==> src/rtl/isa_pkg.sv <==
// MIPS32 subset opcode/funct constants and request classes.
// Shared by the instruction encoder, its FIFO and its bench.
package isa_pkg;

  localparam int FIFO_DEPTH = 4;
  localparam int FIFO_CNT_W = 3;

  typedef enum logic [3:0] {
    C_ADD   = 4'd0,
    C_ADDU  = 4'd1,
    C_SUB   = 4'd2,
    C_AND   = 4'd3,
    C_OR    = 4'd4,
    C_SLT   = 4'd5,
    C_MUL   = 4'd6,
    C_SEH   = 4'd7,
    C_SEB   = 4'd8,
    C_ADDI  = 4'd9,
    C_ADDIU = 4'd10,
    C_ANDI  = 4'd11,
    C_ORI   = 4'd12,
    C_XORI  = 4'd13,
    C_SLTI  = 4'd14,
    C_SLTIU = 4'd15
  } iclass_e;

  localparam logic [5:0] OP_RTYPE = 6'h00;
  localparam logic [5:0] OP_SPEC2 = 6'h1C;
  localparam logic [5:0] OP_SPEC3 = 6'h1F;
  localparam logic [5:0] OP_ADDI  = 6'h08;
  localparam logic [5:0] OP_ADDIU = 6'h09;
  localparam logic [5:0] OP_SLTI  = 6'h0A;
  localparam logic [5:0] OP_SLTIU = 6'h0B;
  localparam logic [5:0] OP_ANDI  = 6'h0C;
  localparam logic [5:0] OP_ORI   = 6'h0D;
  localparam logic [5:0] OP_XORI  = 6'h0E;

  localparam logic [5:0] F_ADD   = 6'h20;
  localparam logic [5:0] F_ADDU  = 6'h21;
  localparam logic [5:0] F_SUB   = 6'h22;
  localparam logic [5:0] F_AND   = 6'h24;
  localparam logic [5:0] F_OR    = 6'h25;
  localparam logic [5:0] F_SLT   = 6'h2A;
  localparam logic [5:0] F_MUL   = 6'h02;
  localparam logic [5:0] F_BSHFL = 6'h20;

  localparam logic [4:0] SA_SEH = 5'b11000;
  localparam logic [4:0] SA_SEB = 5'b10000;

endpackage

==> src/rtl/instruction_encoder_if.sv <==
// Request and issue handshake bundle of the instruction encoder.
// slave: encoder side; master: request producer / word consumer side.
interface instruction_encoder_if #(
  parameter int CNT_W = 3
);

  logic             InValid;
  logic             InReady;
  logic [3:0]       InClass;
  logic [4:0]       Rs;
  logic [4:0]       Rt;
  logic [4:0]       Rd;
  logic [15:0]      Imm;
  logic             OutValid;
  logic             OutReady;
  logic [31:0]      Instr;
  logic [5:0]       OpCode;
  logic [CNT_W-1:0] Count;

  modport slave (
    input  InValid, InClass, Rs, Rt, Rd, Imm,
    input  OutReady,
    output InReady, OutValid, Instr, OpCode, Count
  );

  modport master (
    output InValid, InClass, Rs, Rt, Rd, Imm,
    output OutReady,
    input  InReady, OutValid, Instr, OpCode, Count
  );

endinterface

==> src/rtl/instruction_encoder_fifo.sv <==
// sync_fifo: FIFO with registered head output, count and flush.
// Ports: clk, rst_n, flush, wr/din, rd, dout/valid, count, full.
module sync_fifo #(
  parameter int DATA_W = 32,
  parameter int DEPTH  = 4,
  parameter int CNT_W  = 3
) (
  input  logic              clk,
  input  logic              rst_n,
  input  logic              flush,
  input  logic              wr,
  input  logic [DATA_W-1:0] din,
  input  logic              rd,
  output logic [DATA_W-1:0] dout,
  output logic              valid,
  output logic [CNT_W-1:0]  count,
  output logic              full
);

  localparam int PW = $clog2(DEPTH);

  logic [DATA_W-1:0] mem [DEPTH];
  logic [PW-1:0]     wptr, wptr_n;
  logic [PW-1:0]     rptr, rptr_n;
  logic [CNT_W-1:0]  cnt_n;
  logic [DATA_W-1:0] head_n;
  logic              push, pop;

  assign full  = (count == CNT_W'(DEPTH));
  assign valid = (count != '0);

  always_comb begin
    pop    = rd & valid;
    push   = wr & (!full | pop);
    rptr_n = pop  ? rptr + PW'(1) : rptr;
    wptr_n = push ? wptr + PW'(1) : wptr;
    cnt_n  = count;
    if (push && !pop) cnt_n = count + CNT_W'(1);
    if (pop && !push) cnt_n = count - CNT_W'(1);
    // A push lands on the new head only when the FIFO drains
    // to empty this edge; bypass it straight into the output.
    head_n = (push && wptr == rptr_n) ? din : mem[rptr_n];
    if (cnt_n == '0) head_n = '0;
    if (flush) begin
      push   = 1'b0;
      rptr_n = '0;
      wptr_n = '0;
      cnt_n  = '0;
      head_n = '0;
    end
  end

  always_ff @(posedge clk) begin
    if (push) mem[wptr] <= din;
  end

  always_ff @(posedge clk or negedge rst_n) begin
    if (!rst_n) begin
      wptr  <= '0;
      rptr  <= '0;
      count <= '0;
      dout  <= '0;
    end else begin
      wptr  <= wptr_n;
      rptr  <= rptr_n;
      count <= cnt_n;
      dout  <= head_n;
    end
  end

endmodule

==> src/rtl/instruction_encoder.sv <==
// Encodes class+field requests into MIPS32 words and queues them.
// Ports: Clk, Rst (async active-low), Flush, bus (request/issue).
module instruction_encoder
  import isa_pkg::*;
#(
  parameter int DEPTH = FIFO_DEPTH,
  parameter int CNT_W = FIFO_CNT_W
) (
  input  logic                  Clk,
  input  logic                  Rst,
  input  logic                  Flush,
  instruction_encoder_if.slave  bus
);

  iclass_e     cls;
  logic [31:0] word;
  logic        rdy_en;
  logic        full;
  logic        accept;

  // Keeps InReady low until the first edge after reset release.
  always_ff @(posedge Clk or negedge Rst) begin
    if (!Rst) rdy_en <= 1'b0;
    else      rdy_en <= 1'b1;
  end

  assign bus.InReady = rdy_en & !full & !Flush;
  assign accept      = bus.InValid & bus.InReady;
  assign bus.OpCode  = bus.Instr[31:26];

  always_comb begin
    cls  = iclass_e'(bus.InClass);
    word = '0;
    unique case (cls)
      C_ADD:   word = {OP_RTYPE, bus.Rs, bus.Rt, bus.Rd, 5'd0, F_ADD};
      C_ADDU:  word = {OP_RTYPE, bus.Rs, bus.Rt, bus.Rd, 5'd0, F_ADDU};
      C_SUB:   word = {OP_RTYPE, bus.Rs, bus.Rt, bus.Rd, 5'd0, F_SUB};
      C_AND:   word = {OP_RTYPE, bus.Rs, bus.Rt, bus.Rd, 5'd0, F_AND};
      C_OR:    word = {OP_RTYPE, bus.Rs, bus.Rt, bus.Rd, 5'd0, F_OR};
      C_SLT:   word = {OP_RTYPE, bus.Rs, bus.Rt, bus.Rd, 5'd0, F_SLT};
      C_MUL:   word = {OP_SPEC2, bus.Rs, bus.Rt, bus.Rd, 5'd0, F_MUL};
      C_SEH:   word = {OP_SPEC3, 5'd0, bus.Rt, bus.Rd, SA_SEH, F_BSHFL};
      C_SEB:   word = {OP_SPEC3, 5'd0, bus.Rt, bus.Rd, SA_SEB, F_BSHFL};
      C_ADDI:  word = {OP_ADDI,  bus.Rs, bus.Rt, bus.Imm};
      C_ADDIU: word = {OP_ADDIU, bus.Rs, bus.Rt, bus.Imm};
      C_ANDI:  word = {OP_ANDI,  bus.Rs, bus.Rt, bus.Imm};
      C_ORI:   word = {OP_ORI,   bus.Rs, bus.Rt, bus.Imm};
      C_XORI:  word = {OP_XORI,  bus.Rs, bus.Rt, bus.Imm};
      C_SLTI:  word = {OP_SLTI,  bus.Rs, bus.Rt, bus.Imm};
      C_SLTIU: word = {OP_SLTIU, bus.Rs, bus.Rt, bus.Imm};
    endcase
  end

  sync_fifo #(
    .DATA_W (32),
    .DEPTH  (DEPTH),
    .CNT_W  (CNT_W)
  ) u_fifo (
    .clk   (Clk),
    .rst_n (Rst),
    .flush (Flush),
    .wr    (accept),
    .din   (word),
    .rd    (bus.OutReady),
    .dout  (bus.Instr),
    .valid (bus.OutValid),
    .count (bus.Count),
    .full  (full)
  );

endmodule

==> src/flat_wrapper.sv <==
// flat-port wrapper written by rule: the top's interface ports become plain ports
module instruction_encoder_flat import isa_pkg::*;
#(
  parameter int DEPTH = FIFO_DEPTH,
  parameter int CNT_W = FIFO_CNT_W
)
  (Clk, Rst, Flush, bus_InValid, bus_InClass, bus_Rs, bus_Rt, bus_Rd, bus_Imm, bus_OutReady, bus_InReady, bus_OutValid, bus_Instr, bus_OpCode, bus_Count);
  instruction_encoder_if #(.CNT_W(CNT_W)) bus_i ();
  input  logic Clk;
  input  logic Rst;
  input  logic Flush;
  input wire logic [$bits(bus_i.InValid)-1:0] bus_InValid;
  input wire logic [$bits(bus_i.InClass)-1:0] bus_InClass;
  input wire logic [$bits(bus_i.Rs)-1:0] bus_Rs;
  input wire logic [$bits(bus_i.Rt)-1:0] bus_Rt;
  input wire logic [$bits(bus_i.Rd)-1:0] bus_Rd;
  input wire logic [$bits(bus_i.Imm)-1:0] bus_Imm;
  input wire logic [$bits(bus_i.OutReady)-1:0] bus_OutReady;
  output wire logic [$bits(bus_i.InReady)-1:0] bus_InReady;
  output wire logic [$bits(bus_i.OutValid)-1:0] bus_OutValid;
  output wire logic [$bits(bus_i.Instr)-1:0] bus_Instr;
  output wire logic [$bits(bus_i.OpCode)-1:0] bus_OpCode;
  output wire logic [$bits(bus_i.Count)-1:0] bus_Count;
  assign bus_i.InValid = bus_InValid;
  assign bus_i.InClass = bus_InClass;
  assign bus_i.Rs = bus_Rs;
  assign bus_i.Rt = bus_Rt;
  assign bus_i.Rd = bus_Rd;
  assign bus_i.Imm = bus_Imm;
  assign bus_i.OutReady = bus_OutReady;
  assign bus_InReady = bus_i.InReady;
  assign bus_OutValid = bus_i.OutValid;
  assign bus_Instr = bus_i.Instr;
  assign bus_OpCode = bus_i.OpCode;
  assign bus_Count = bus_i.Count;
  instruction_encoder #(.DEPTH(DEPTH), .CNT_W(CNT_W)) u_core (.Clk(Clk), .Rst(Rst), .Flush(Flush), .bus(bus_i));
endmodule
==> config.mk <==
export PLATFORM = sky130hd
export DESIGN_NAME = instruction_encoder_flat
export DESIGN_NICKNAME = d
export VERILOG_FILES = /design/src/rtl/isa_pkg.sv /design/src/rtl/instruction_encoder_if.sv /design/src/rtl/instruction_encoder_fifo.sv /design/src/rtl/instruction_encoder.sv /design/src/flat_wrapper.sv
export SDC_FILE = /design/constraint.sdc
export NUM_CORES = 1
export LEC_CHECK = 0
export ABC_AREA = 1
export BUFFER_PORTS_ARGS = -buffer_cell sky130_fd_sc_hd__buf_2
export CORE_MARGIN = 5
export CORE_UTILIZATION = 25
export CTS_BUF_LIST = sky130_fd_sc_hd__clkbuf_4 sky130_fd_sc_hd__clkbuf_8
export DETAILED_ROUTE_END_ITERATION = 8
export PLACE_DENSITY = 0.41
export SYNTH_ARGS = -nofsm -noshare
export SYNTH_HDL_FRONTEND = slang
export SYNTH_HIERARCHICAL = 1
export SYNTH_SLANG_ARGS = --single-unit
==> constraint.sdc <==
create_clock -name Clk -period 3.2 [get_ports Clk]
set_input_delay 0.16 -clock Clk [delete_from_list [all_inputs] [get_ports Clk]]
set_output_delay 0.16 -clock Clk [all_outputs]
set_load 0.01 [all_outputs]
==> results.tsv <==
metric	value	unit
wl_met3	674	microns
io_pins	83	
num_rows	63	
slew_headroom	29.8	%
syn_inst	777	
p_total	6.77	mW
die_h	184	microns
chipWidth	184	microns
slowest_delay	400	ps
yosysUniqueCellTypes	26	
ys_ff_latch	168	
antenna_left	0	
finalHoldViolCount	0	
vias_per_cell	4.25	
synth_top_cell_by_area	edfxtp_1	
max_freq	0.383	GHz
seq_area_frac_synth	63.7	%
num_antenna_cells	0	
required	3330	ps
ir_drop	0.304	mV
syn_area_per_cell	9.79	sq um
cpMostUsedCell	inv_1	
yosysTopAreaCellShare	50.5	%
antenna_found_initial	0	
cp_top_family	simple AND/OR/NAND/NOR gates	
dp_cells	1225	
tightestPinTransition	1050	ps
drt_iter0_markers	294	
cts_setup_buffers	0	
dr_total_vias	5377	
drc	0	
crit_buf_inv	4	
grt_pass1_vias	5335	
placed_cell_area	8470	sq um
grt_pass1_wl	31000	microns
topRoutingLayerUsed	met4	
rsz0062_at_grt	no	
cts.sinks	168	
yosys_warnings	6	
drive_above_1_share	18.3	%
leakagePower	3.90	nW
gp_congestion	0.768	
cts_buffers	17	
wl_met2	9780	microns
start_util	25.5	%
cp_max_fo	32	
fin_cells	1264	
crit_arrival	2740	ps
core	29900	sq um
period_needed	2610	ps
syn_to_final_growth	17.6	%
cts_max_level	4	
start_kind	register	
io_buffer_count	82	
crit_type	register to register	
skew	16.6	ps
cp_slowest_cell	dfrtp_1	
hpwl	12500	microns
min-delay-path-class	input port to register	
postLayoutCellArea	8940	sq um
clk_pin_slew	100	ps
path_cells	inv_1 -> ha_1 -> nand2_1 -> inv_1 -> nor3b_1 -> and2_1 -> o21ai_2 -> inv_1 -> nand2_1 -> nor2_4 -> buf_12	
grt_max_degree	47	
netlist_area	7600	sq um
end_kind	register	
layout.nets	908	
finalMaxSlewViolations	0	
final_util	29.9	%
fin_crit_sh	81.6	%
clk-insertion-delay-late	450	ps
met1Wirelength	9410	microns
grtUsageTotal	12.0	%
maxCapViolCount	0	
firstDrtPassIters	4	
cellPowerDensity	757	nW/um^2
overflow	0	
root_buffer	clkbuf_8	
drt_wl_total	20000	microns
cts_tree	yes	
synth.area.top_cells	edfxtp_1 (51%), dfrtp_1 (13%), nand3_1 (12%), nand2_1 (11%), inv_1 (3.1%)	
finalSetupViolCount	0	
die-area	34000	sq um
clk_path_buf_depth	2	
wl_per_cell	15.8	microns
cts.repair.resized	0	
status	completed	
flip-flops by register name (all words and copies together), names as in the netlist:
signal               count
u_core/u_fifo/mem      128
u_core/u_fifo/dout      32
u_core/u_fifo/count      3
u_core/u_fifo/rptr       2
u_core/u_fifo/wptr       2
u_core/rdy_en            1
cells in the final DEF (no fill, tap or decap), drive strengths merged, types with 7 or more instances in the layout:
cell type / synthesis / final
buf: 44 / 103
clkbuf: 5 / 22
dfrtp: 40 / 40
dlygate4sd3: 0 / 7
edfxtp: 128 / 128
ha: 7 / 7
inv: 66 / 69
nand2: 221 / 221
nand3: 182 / 182
nor2: 65 / 65
o21ai: 9 / 9
cells by family after synthesis:
logic type                 after synthesis  share of synthesized area (%)
AOI/OAI and AO/OA                       11                          0.905
adders and majority gates                7                           1.15
buffers and inverters                  116                           7.19
DFF                                    168                           63.7
other                                    2                         0.0988
and+or+nand+nor                        473                           26.9
Yosys cell counts:
cell type	count
nand2_1	213
nor3b_1	1
buf_2	23
o21ai_1	2
o211ai_1	1
dfrtp_1	40
a21oi_2	1
clkbuf_1	5
and2_1	1
clkinv_1	1
inv_1	62
nor2_1	62
o21ai_2	2
inv_2	4
nand2_4	1
edfxtp_1	128
conb_1	2
nand2_2	7
buf_1	2
nand4_1	3
buf_4	16
buf_6	3
nor2_2	3
ha_1	7
o21ai_0	5
nand3_1	182
area by class of cell:
class / instances / area, sq um
clock buffers: 22 / 284
clock inverters: 10 / 119
fillers: 3145 / 20900
inverters: 67 / 251
multi-input cells: 497 / 2270
flip-flops and latches: 168 / 4840
well taps: 390 / 488
repair buffers: 110 / 688
power breakdown:
part | switching [mW] | internal, mW
clock network | 0.776 | 0.769
logic | 1.71 | 0.835
registers | 0.0869 | 2.59
total | 2.57 | 4.19
final timing paths:
kind	cells after the start	from	slack, ps	endpoint
worst min register to register	1	u_core/u_fifo/wptr[0]	590	u_core/u_fifo/wptr[0]
worst max-delay path	11	u_core/u_fifo/count[0]	590	u_core/u_fifo/mem[0][2]
min in group asynchronous	2	Rst	450	u_core/u_fifo/count[0]
worst max register to register	11	u_core/u_fifo/count[0]	590	u_core/u_fifo/mem[0][2]
max in group asynchronous	2	Rst	2090	u_core/u_fifo/dout[11]
worst min-delay path	3	bus_Rd[0]	90	u_core/u_fifo/mem[0][11]
worst min-delay path: stages:
cell	delay (ps)
buf_2	70
nand2_1	40
nand2_1	130
metal layers:
metal	track usage, %	vias up
met4	2.81	0
li1	-	2723
met5	0	-
met1	15.9	2557
met3	2.37	10
met2	20.4	87
stage by stage:
stage	TNS (ps)	hold slack [ps]	setup WS, ps
2_1_floorplan	-47970	-136	-375
3_3_place_gp	0	421	672
3_5_place_dp	0	420	584
4_1_cts	0	53.3	555
5_1_grt	0	64.7	298
6_report	0	90.9	590
timing repair:
| item | CTS | global route |
|---|---|---|
| hold endpoints to repair | 65 | 0 |
| setup endpoints to repair | 0 | 0 |
| hold buffers | 7 | 0 |
Note: power is estimated with default switching activity, not from simulation.
